[config.mk]
export PLATFORM = sky130hd
export DESIGN_NAME = hwpe_stream_lifo
export DESIGN_NICKNAME = d
export VERILOG_FILES = /design/src/rtl/hwpe_stream_lifo.sv
export SDC_FILE = /design/constraint.sdc
export NUM_CORES = 1
export LEC_CHECK = 0
export ABC_AREA = 0
export BUFFER_PORTS_ARGS = -buffer_cell sky130_fd_sc_hd__buf_2
export CAP_MARGIN = 20
export CORE_MARGIN = 2
export CORE_UTILIZATION = 65
export DETAILED_ROUTE_END_ITERATION = 8
export PLACE_DENSITY = 0.85
export SLEW_MARGIN = 40
export SYNTH_ARGS = -nofsm -noshare
export SYNTH_HDL_FRONTEND = slang
export SYNTH_SLANG_ARGS = --single-unit
[constraint.sdc]
create_clock -name clk_i -period 8.2 [get_ports clk_i]
set_input_delay 0.41 -clock clk_i [delete_from_list [all_inputs] [get_ports clk_i]]
set_output_delay 0.41 -clock clk_i [all_outputs]
set_load 0.02 [all_outputs]
[src/rtl/hwpe_stream_lifo.sv]
// rtl/hwpe_stream_lifo.sv - single-clock last-in/first-out buffer for HWPE-Stream beats

package hwpe_stream_lifo_pkg;

  typedef struct packed {
    logic empty;
    logic full;
    logic almost_empty;
    logic almost_full;
  } flags_fifo_t;

endpackage

module hwpe_stream_lifo
  import hwpe_stream_lifo_pkg::*;
#(
  parameter  int unsigned DATA_WIDTH = 32,
  parameter  int unsigned LIFO_DEPTH = 8,
  localparam int unsigned STRB_WIDTH = (DATA_WIDTH + 7) / 8,
  localparam int unsigned LVL_WIDTH  = $clog2(LIFO_DEPTH + 1)
) (
  input  logic                  clk_i,
  input  logic                  rst_i,
  // sink stream (push side)
  input  logic                  push_valid_i,
  output logic                  push_ready_o,
  input  logic [DATA_WIDTH-1:0] push_data_i,
  input  logic [STRB_WIDTH-1:0] push_strb_i,
  // source stream (pop side, top of stack)
  output logic                  pop_valid_o,
  input  logic                  pop_ready_i,
  output logic [DATA_WIDTH-1:0] pop_data_o,
  output logic [STRB_WIDTH-1:0] pop_strb_o,
  // status
  output flags_fifo_t           flags_o,
  output logic [LVL_WIDTH-1:0]  level_o
);

  localparam int unsigned ENTRY_WIDTH = DATA_WIDTH + STRB_WIDTH;
  localparam int unsigned IDX_WIDTH   = $clog2(LIFO_DEPTH);

  localparam logic [LVL_WIDTH-1:0] LVL_FULL   = LVL_WIDTH'(LIFO_DEPTH);
  localparam logic [LVL_WIDTH-1:0] LVL_AFULL  = LVL_WIDTH'(LIFO_DEPTH - 1);
  localparam logic [LVL_WIDTH-1:0] LVL_ONE    = LVL_WIDTH'(1);

  logic [LVL_WIDTH-1:0]   cnt_q, cnt_d;
  logic [ENTRY_WIDTH-1:0] mem_q [LIFO_DEPTH];

  logic                   push_ready;
  logic                   pop_valid;
  logic                   do_push;
  logic                   do_pop;
  logic [IDX_WIDTH-1:0]   top_idx;
  logic [IDX_WIDTH-1:0]   wr_idx;
  logic                   wr_en;
  logic [ENTRY_WIDTH-1:0] wr_entry;
  logic [ENTRY_WIDTH-1:0] top_entry;

  // Handshakes come only from the registered count, so push and pop never
  // see each other combinationally; a full stack refuses a push even if a
  // pop frees a slot in the same cycle.
  assign push_ready = (cnt_q != LVL_FULL);
  assign pop_valid  = (cnt_q != '0);
  assign do_push    = push_valid_i & push_ready;
  assign do_pop     = pop_ready_i & pop_valid;

  // Top index is forced to 0 while empty so the read never leaves the array
  // for depths that are not a power of two.
  assign top_idx   = pop_valid ? IDX_WIDTH'(cnt_q - LVL_ONE) : '0;
  assign top_entry = mem_q[top_idx];
  assign wr_entry  = {push_data_i, push_strb_i};

  // Next count and the single write port: plain push appends above the top,
  // simultaneous push+pop overwrites the top slot in place.
  always_comb begin
    cnt_d  = cnt_q;
    wr_en  = 1'b0;
    wr_idx = IDX_WIDTH'(cnt_q);
    unique case ({do_push, do_pop})
      2'b10: begin
        wr_en  = 1'b1;
        wr_idx = IDX_WIDTH'(cnt_q);
        cnt_d  = cnt_q + LVL_ONE;
      end
      2'b01: begin
        cnt_d  = cnt_q - LVL_ONE;
      end
      2'b11: begin
        wr_en  = 1'b1;
        wr_idx = top_idx;
      end
      default: begin
        cnt_d  = cnt_q;
      end
    endcase
  end

  // Count and storage; reset clears every entry and wins over any transfer.
  always_ff @(posedge clk_i) begin
    if (rst_i) begin
      cnt_q <= '0;
      mem_q <= '{default: '0};
    end else begin
      cnt_q <= cnt_d;
      if (wr_en) begin
        mem_q[wr_idx] <= wr_entry;
      end
    end
  end

  assign push_ready_o = push_ready;
  assign pop_valid_o  = pop_valid;
  assign pop_data_o   = pop_valid ? top_entry[ENTRY_WIDTH-1:STRB_WIDTH] : '0;
  assign pop_strb_o   = pop_valid ? top_entry[STRB_WIDTH-1:0] : '0;

  assign flags_o.empty        = (cnt_q == '0);
  assign flags_o.full         = (cnt_q == LVL_FULL);
  assign flags_o.almost_empty = (cnt_q == LVL_ONE);
  assign flags_o.almost_full  = (cnt_q == LVL_AFULL);
  assign level_o              = cnt_q;

endmodule

Yosys cells after proc, flatten, opt, wreduce, memory -nomap -nowiden
Index checks and enable logic that the tools add are counted.
- ROM bits: 0
- bits of input ports: 40
- logic and storage cells: 42
- flip-flop bits (word level): 292
- output and inout bits: 46
- memory bits (writable): 0
- memories: 0
- bits in latches: 0
- div/mod/pow operators: 0
- muxes and demuxes: 12
- equal/unequal tests: 7
- shift-type cells: 0
- $lt $le $gt $ge: 3
- reductions and logical operators: 5
- bitwise gates (word level): 4
- $add $sub $neg: 2
- multiply operators: 0
- operators by type and width (kind ; number):
    $bwmux 288 ; 1
    $bmux 36 s3 ; 1
    $demux 36 s3 ; 1
    $mux 36 ; 3
    $mux 32 ; 1
    $ge 4x4->1 const B ; 2
    $not 3->4 ; 2
    $pmux 4 s2 ; 1
    $mux 3 ; 2
    $add 4x1->4 const B ; 1
    $eq 2x2->1 const B ; 2
    $eq 4x1->1 const B ; 1
    $eq 4x3->1 const B ; 1
    $eq 4x4->1 const B ; 1
    $logic_not 4->1 ; 1
    $lt 4x1->1 const B ; 1
    $mux 4 ; 1
    $ne 4x4->1 const B ; 1
    $reduce_bool 4->1 ; 1
    $sub 4x1->4 const B ; 1
    $and 1x1->1 ; 2
    $eq 2x1->1 const B ; 1
    $reduce_bool 2->1 ; 1
    $reduce_or 2->1 ; 1
    other kinds (2) ; 2

Logic depth before layout (Yosys ltp)
- depth after elaboration: 10
- mapped depth: 19
- gate-level depth less buffers: 12

Worst setup path before layout
No wires, ideal clock.
- path type: register to register
- start point: register cnt_q[0] (netlist: level_o[0])
- end point: register mem_q[41] (netlist name)
- required time: 8.072 ns
- path buffers: 8
- data arrival time: 3.806 ns
- setup slack: 4.267 ns
- period minus slack after synthesis: 3.933 ns
- library setup time: 0.128 ns
- stages on the path, launching flop included: 18
- path through: dfxtp_1 > buf_2 > clkinv_1 > clkbuf_1 > clkbuf_1 > ha_1 > buf_2 > nand3b_1 > and2_1 > ha_1 > buf_2 > buf_2 > a21oi_2 > a221oi_1 > buf_4 > buf_4 > mux2i_1 > nor2_1
- cells in the longest elaborated chain, start to end: 10
- elaborated cells on any way between the ends: 18
- classes of those cells: 1 x add/sub; 2 x order compare; 3 x eq/ne; 6 x mux; 3 x bitwise; 3 x reduce/logical
- RTL lines (element ; line ; RTL):
    start: declaration ; 46 ; logic [LVL_WIDTH-1:0] cnt_q, cnt_d;
    start signal: assignment ; 104 ; cnt_q <= cnt_d;
    $ne 4x4->1 (*) ; 62 ; assign push_ready = (cnt_q != LVL_FULL);
    net push_ready_o ; 26 ; output logic push_ready_o,
    $and 1x1->1 (*) ; 64 ; assign do_push = push_valid_i & push_ready;
    $eq 2x2->1 ; 79 ; unique case ({do_push, do_pop})
    $mux 3 ; 79 ;
    $not 3->4 (implied by the code) ; 106 ; mem_q[wr_idx] <= wr_entry;
    $ge 4x4->1 (implied by the code) / $lt 4x1->1 (equally long branches) ; 106 ;
    $logic_and 1x1->1 (implied by the code) ; 106 ;
    $mux 36 (implied by the code) ; 106 ;
    $demux 36 s3 ; 106 ;
    $bwmux 288 ; 106 ;
    end signal: indexed assignment ; 106 ;
    end: declaration ; 47 ; logic [ENTRY_WIDTH-1:0] mem_q [LIFO_DEPTH];
Mark *: on every way through the listed nets, which the timed path passes. The rest lies on a longest branch.
A chain may end at the register's enable or synchronous reset.

Worst setup path in the final report
- start point: register cnt_q[1] (netlist: level_o[1])
- end point: register mem_q[132] (netlist name)
- cells in the longest elaborated chain, start to end: 10
- elaborated cells on any way between the ends: 18
- classes of those cells: 1 x add/sub; 2 x order compare; 3 x eq/ne; 6 x mux; 3 x bitwise; 3 x reduce/logical
- RTL lines (element):
    parallel branches: the longest is 10 deep, another holds $sub 4x1->4
Several ways; the timed one is not identified.

==> summary.md <==
| Metric | Value |
|---|---|
| Status | finished clean |
| Via count | 12370 |
| Setup repair after global routing missed its margin | no |
| Mapped Area | 13180 um^2 |
| Initial core utilization | 0.6579 |
| Crit path capture type | flop |
| All-Layer GR Usage | 0.3514 |
| Top-count cell post-synth | nand2_1 |
| Reg2reg start | level_o[1]$_SDFFE_PP0P_ |
| Mapped Cells | 1717 |
| Drt first pass iters | 6 |
| Count of cell types in the netlist | 53 |
| Clock buffer depth | 3 |
| Global route overflow | 0 |
| Worst setup SP type | flop |
| Ports | 86 |
| Wire length per cell | 19.36 um |
| Fraction of final layout cells with drive strength greater than 1 | 0.1153 |
| Final #Nets | 1740 |
| Setup Total Neg Slack | 0 ns |
| Hold path startpoint | push_data_i[11] |
| Synth area leaders | dfxtp_1 (44%), nand2_1 (17%), a21oi_1 (12%), mux2i_1 (8.2%), buf_2 (3.0%) |
| DRC Markers | 0 |
| Area leader, netlist | dfxtp_1 |
| Syn nets | 1763 |
| I/O Buffers | 85 |
| Area growth, synth to finish | 10.77% |
| Clock Power Share | 0.288 |
| Syn_area_per_cell | 7.678 um^2 |
| Seq pwr share | 0.339 |
| Switching Power | 1.964 mW |
| Antenna violations before repair | 1 |
| TritonCTS clock tree | built |
| Starting DRT DRC Count | 1254 |
| CP Max Fanout | 27 |
| Post-CTS Resized | 0 |
| Final Util | 0.7288 |
| Hold Crit Class | in -> reg |
| Top post-synthesis cells by count | nand2_1 (583), a21oi_1 (319), dfxtp_1 (292) |
| Leakage | 5.124 nW |
| Final period util | 0.6076 |
| Root Buffer | clkbuf_16 |
| GP Congestion | 0.9085 |
| Fmax | 0.2007 GHz |
| Max-slew violation count | 0 |
| Sequential fraction of the synthesis area | 0.4434 |
| Final setup fails | 0 |
| Clock Latency Late Sink | 0.55 ns |
| Asr flop ratio synth | 0 |
| Die X-Extent | 146.4 um |
| Die Span Y | 146.4 um |
| Type of the worst setup path | reg -> reg |
| Vias per cell | 6.219 |
| Vias in the first global route | 11790 |
| WP data required | 8.65 ns |
| Worst EP arrival | 5.44 ns |
| Worst-margin pin slew | 0.8164 ns |
| Power density cells | 336.7 nW/um^2 |
| Full die area | 21440 um^2 |
| First-pass GRT wire length | 61230 um |
| Core area | 20040 um^2 |
| Final hold vios | 0 |
| Worst vdd ir | 0.0003151 V |
| Final wirelength | 38510 um |
| Sw Share | 0.3994 |
| Clock Skew | 0.01364 ns |
| Number of setup buffers added after CTS | 0 |
| CTS buffer count | 30 |
| Largest net degree at the start of global routing | 178 |
| Yosys top cell area share | 0.4434 |
| Number of flops mapped to enable cells by yosys | 0 |
| Ys Warns | 0 |
| Min cycle time layout | 4.983 ns |
| Clock transition at path regs | 0.06 ns |
| Combinational fraction of design power | 0.373 |
| MaxCap Viol Count | 0 |
| Detail Placement HPWL | 22030 um |
| Htree depth | 1 |
| P_int | 2.953 mW |
| Max transition margin | 0.4500 |
| Top_reg_cell synth | dfxtp_1 |
| Crit path launch | level_o[1]$_SDFFE_PP0P_ |
| # rows | 52 |
| Yosys reg bits | 292 |
| ANT nets after route | 0 |
| Clock Sinks | 292 |
| Cts hold-fix bufs | 0 |
[cells by family (layout without fill, tap and decap cells)]
| group | Yosys count | in the layout | synth area share |
|---|---|---|---|
| AND/OR/NAND/NOR | 715 | 715 | 0.2164 |
| other | 0 | 2 | 0 |
| flip-flops | 292 | 292 | 0.4434 |
| XOR/XNOR | 3 | 3 | 0.001993 |
| buffers and inverters | 178 | 178 | 0.06463 |
| adder cells (fa/ha/maj) | 6 | 6 | 0.005694 |
| multiplexers | 111 | 111 | 0.08712 |
| AO/OA/AOI/OAI | 412 | 412 | 0.1808 |
[stage by stage]
step / setup slack [ns] / std cells / hold WS [ns] / cell area [um^2] / power [mW]
after floorplan: 4.267 / 1717 / 0.4321 / 13180 / 2.930
after global placement: 3.462 / 1923 / 0.4390 / 13370 / 3.373
after detailed placement: 3.217 / 1930 / 0.4439 / 13520 / 3.444
after CTS: 3.133 / 1985 / 0.1538 / 14550 / 4.853
after global routing: 2.997 / 1987 / 0.1674 / 14600 / 5.097
final: 3.217 / 1989 / 0.1606 / 14600 / 4.918
[registers in the layout, summed over array words and instances, names as in the netlist]
signal and flops:
mem_q 288, level_o 4
[layer usage]
| metal | GRT usage | vias to the layer above | routed length (um) |
|---|---|---|---|
| met2 | 0.5708 | 745 | 17760 |
| met4 | 0.1456 | 0 | 1449 |
| li1 | - | 5714 | - |
| met3 | 0.06875 | 141 | 4360 |
| met5 | 0 | - | 0 |
| met1 | 0.4621 | 5769 | 14940 |
[area by class of cell]
type | count | area (um^2)
clock inverters | 12 | 135.1
clock buffers | 43 | 900.9
inverters | 6 | 22.52
flip-flops and latches | 292 | 5846
multi-input cells | 1247 | 6565
well taps | 270 | 337.8
repair buffers | 117 | 792.0
diodes | 2 | 5.005
fillers | 1496 | 5435
[power groups by stage]
stage	logic (mW)	registers (mW)	clock network, mW
2_1_floorplan	1.25	1.68	0
3_3_place_gp	1.69	1.69	0
3_5_place_dp	1.75	1.69	0
4_1_cts	1.77	1.67	1.42
5_1_grt	1.93	1.69	1.48
6_report	1.83	1.67	1.42
[critical path, cell delays in order (launching register included)]
cell	delay, ns
dfxtp_1	0.36
inv_1	0.13
ha_1	0.70
nor3b_4	0.30
buf_4	0.42
inv_2	0.22
nand2_1	0.14
inv_1	0.07
ha_2	0.33
nor3b_1	0.20
o21ai_0	0.68
a211o_1	0.60
buf_4	0.42
nand2_1	0.09
a21oi_1	0.18
[path summary, 6_finish.rpt]
path                                           endpoint  cells after the start  slack [ns]
worst max register to register  mem_q[132]$_SDFFE_PP0P_                     14        3.22
worst min-delay path             mem_q[87]$_SDFFE_PP0P_                      3        0.16
worst min register to register   mem_q[16]$_SDFFE_PP0P_                      2        0.45
worst max-delay path            mem_q[132]$_SDFFE_PP0P_                     14        3.22
[cells in the final DEF (no fill, tap or decap), types with 3 or more instances in the layout]
master,count
a211o_1,3
a211oi_1,8
a21oi_1,317
a32o_1,3
and3_1,3
buf_16,4
buf_2,84
buf_4,24
buf_8,3
bufinv_16,3
clkbuf_1,4
clkbuf_16,32
clkbuf_8,8
clkinv_2,9
dfxtp_1,292
ha_1,5
inv_1,4
mux2i_1,108
mux4_2,3
nand2_1,582
nand3_1,6
nor2_1,59
nor2_4,4
nor3_1,30
o21ai_0,20
o221ai_1,44
or2_2,3
or4_1,9
(Power assumes the default switching activity.)
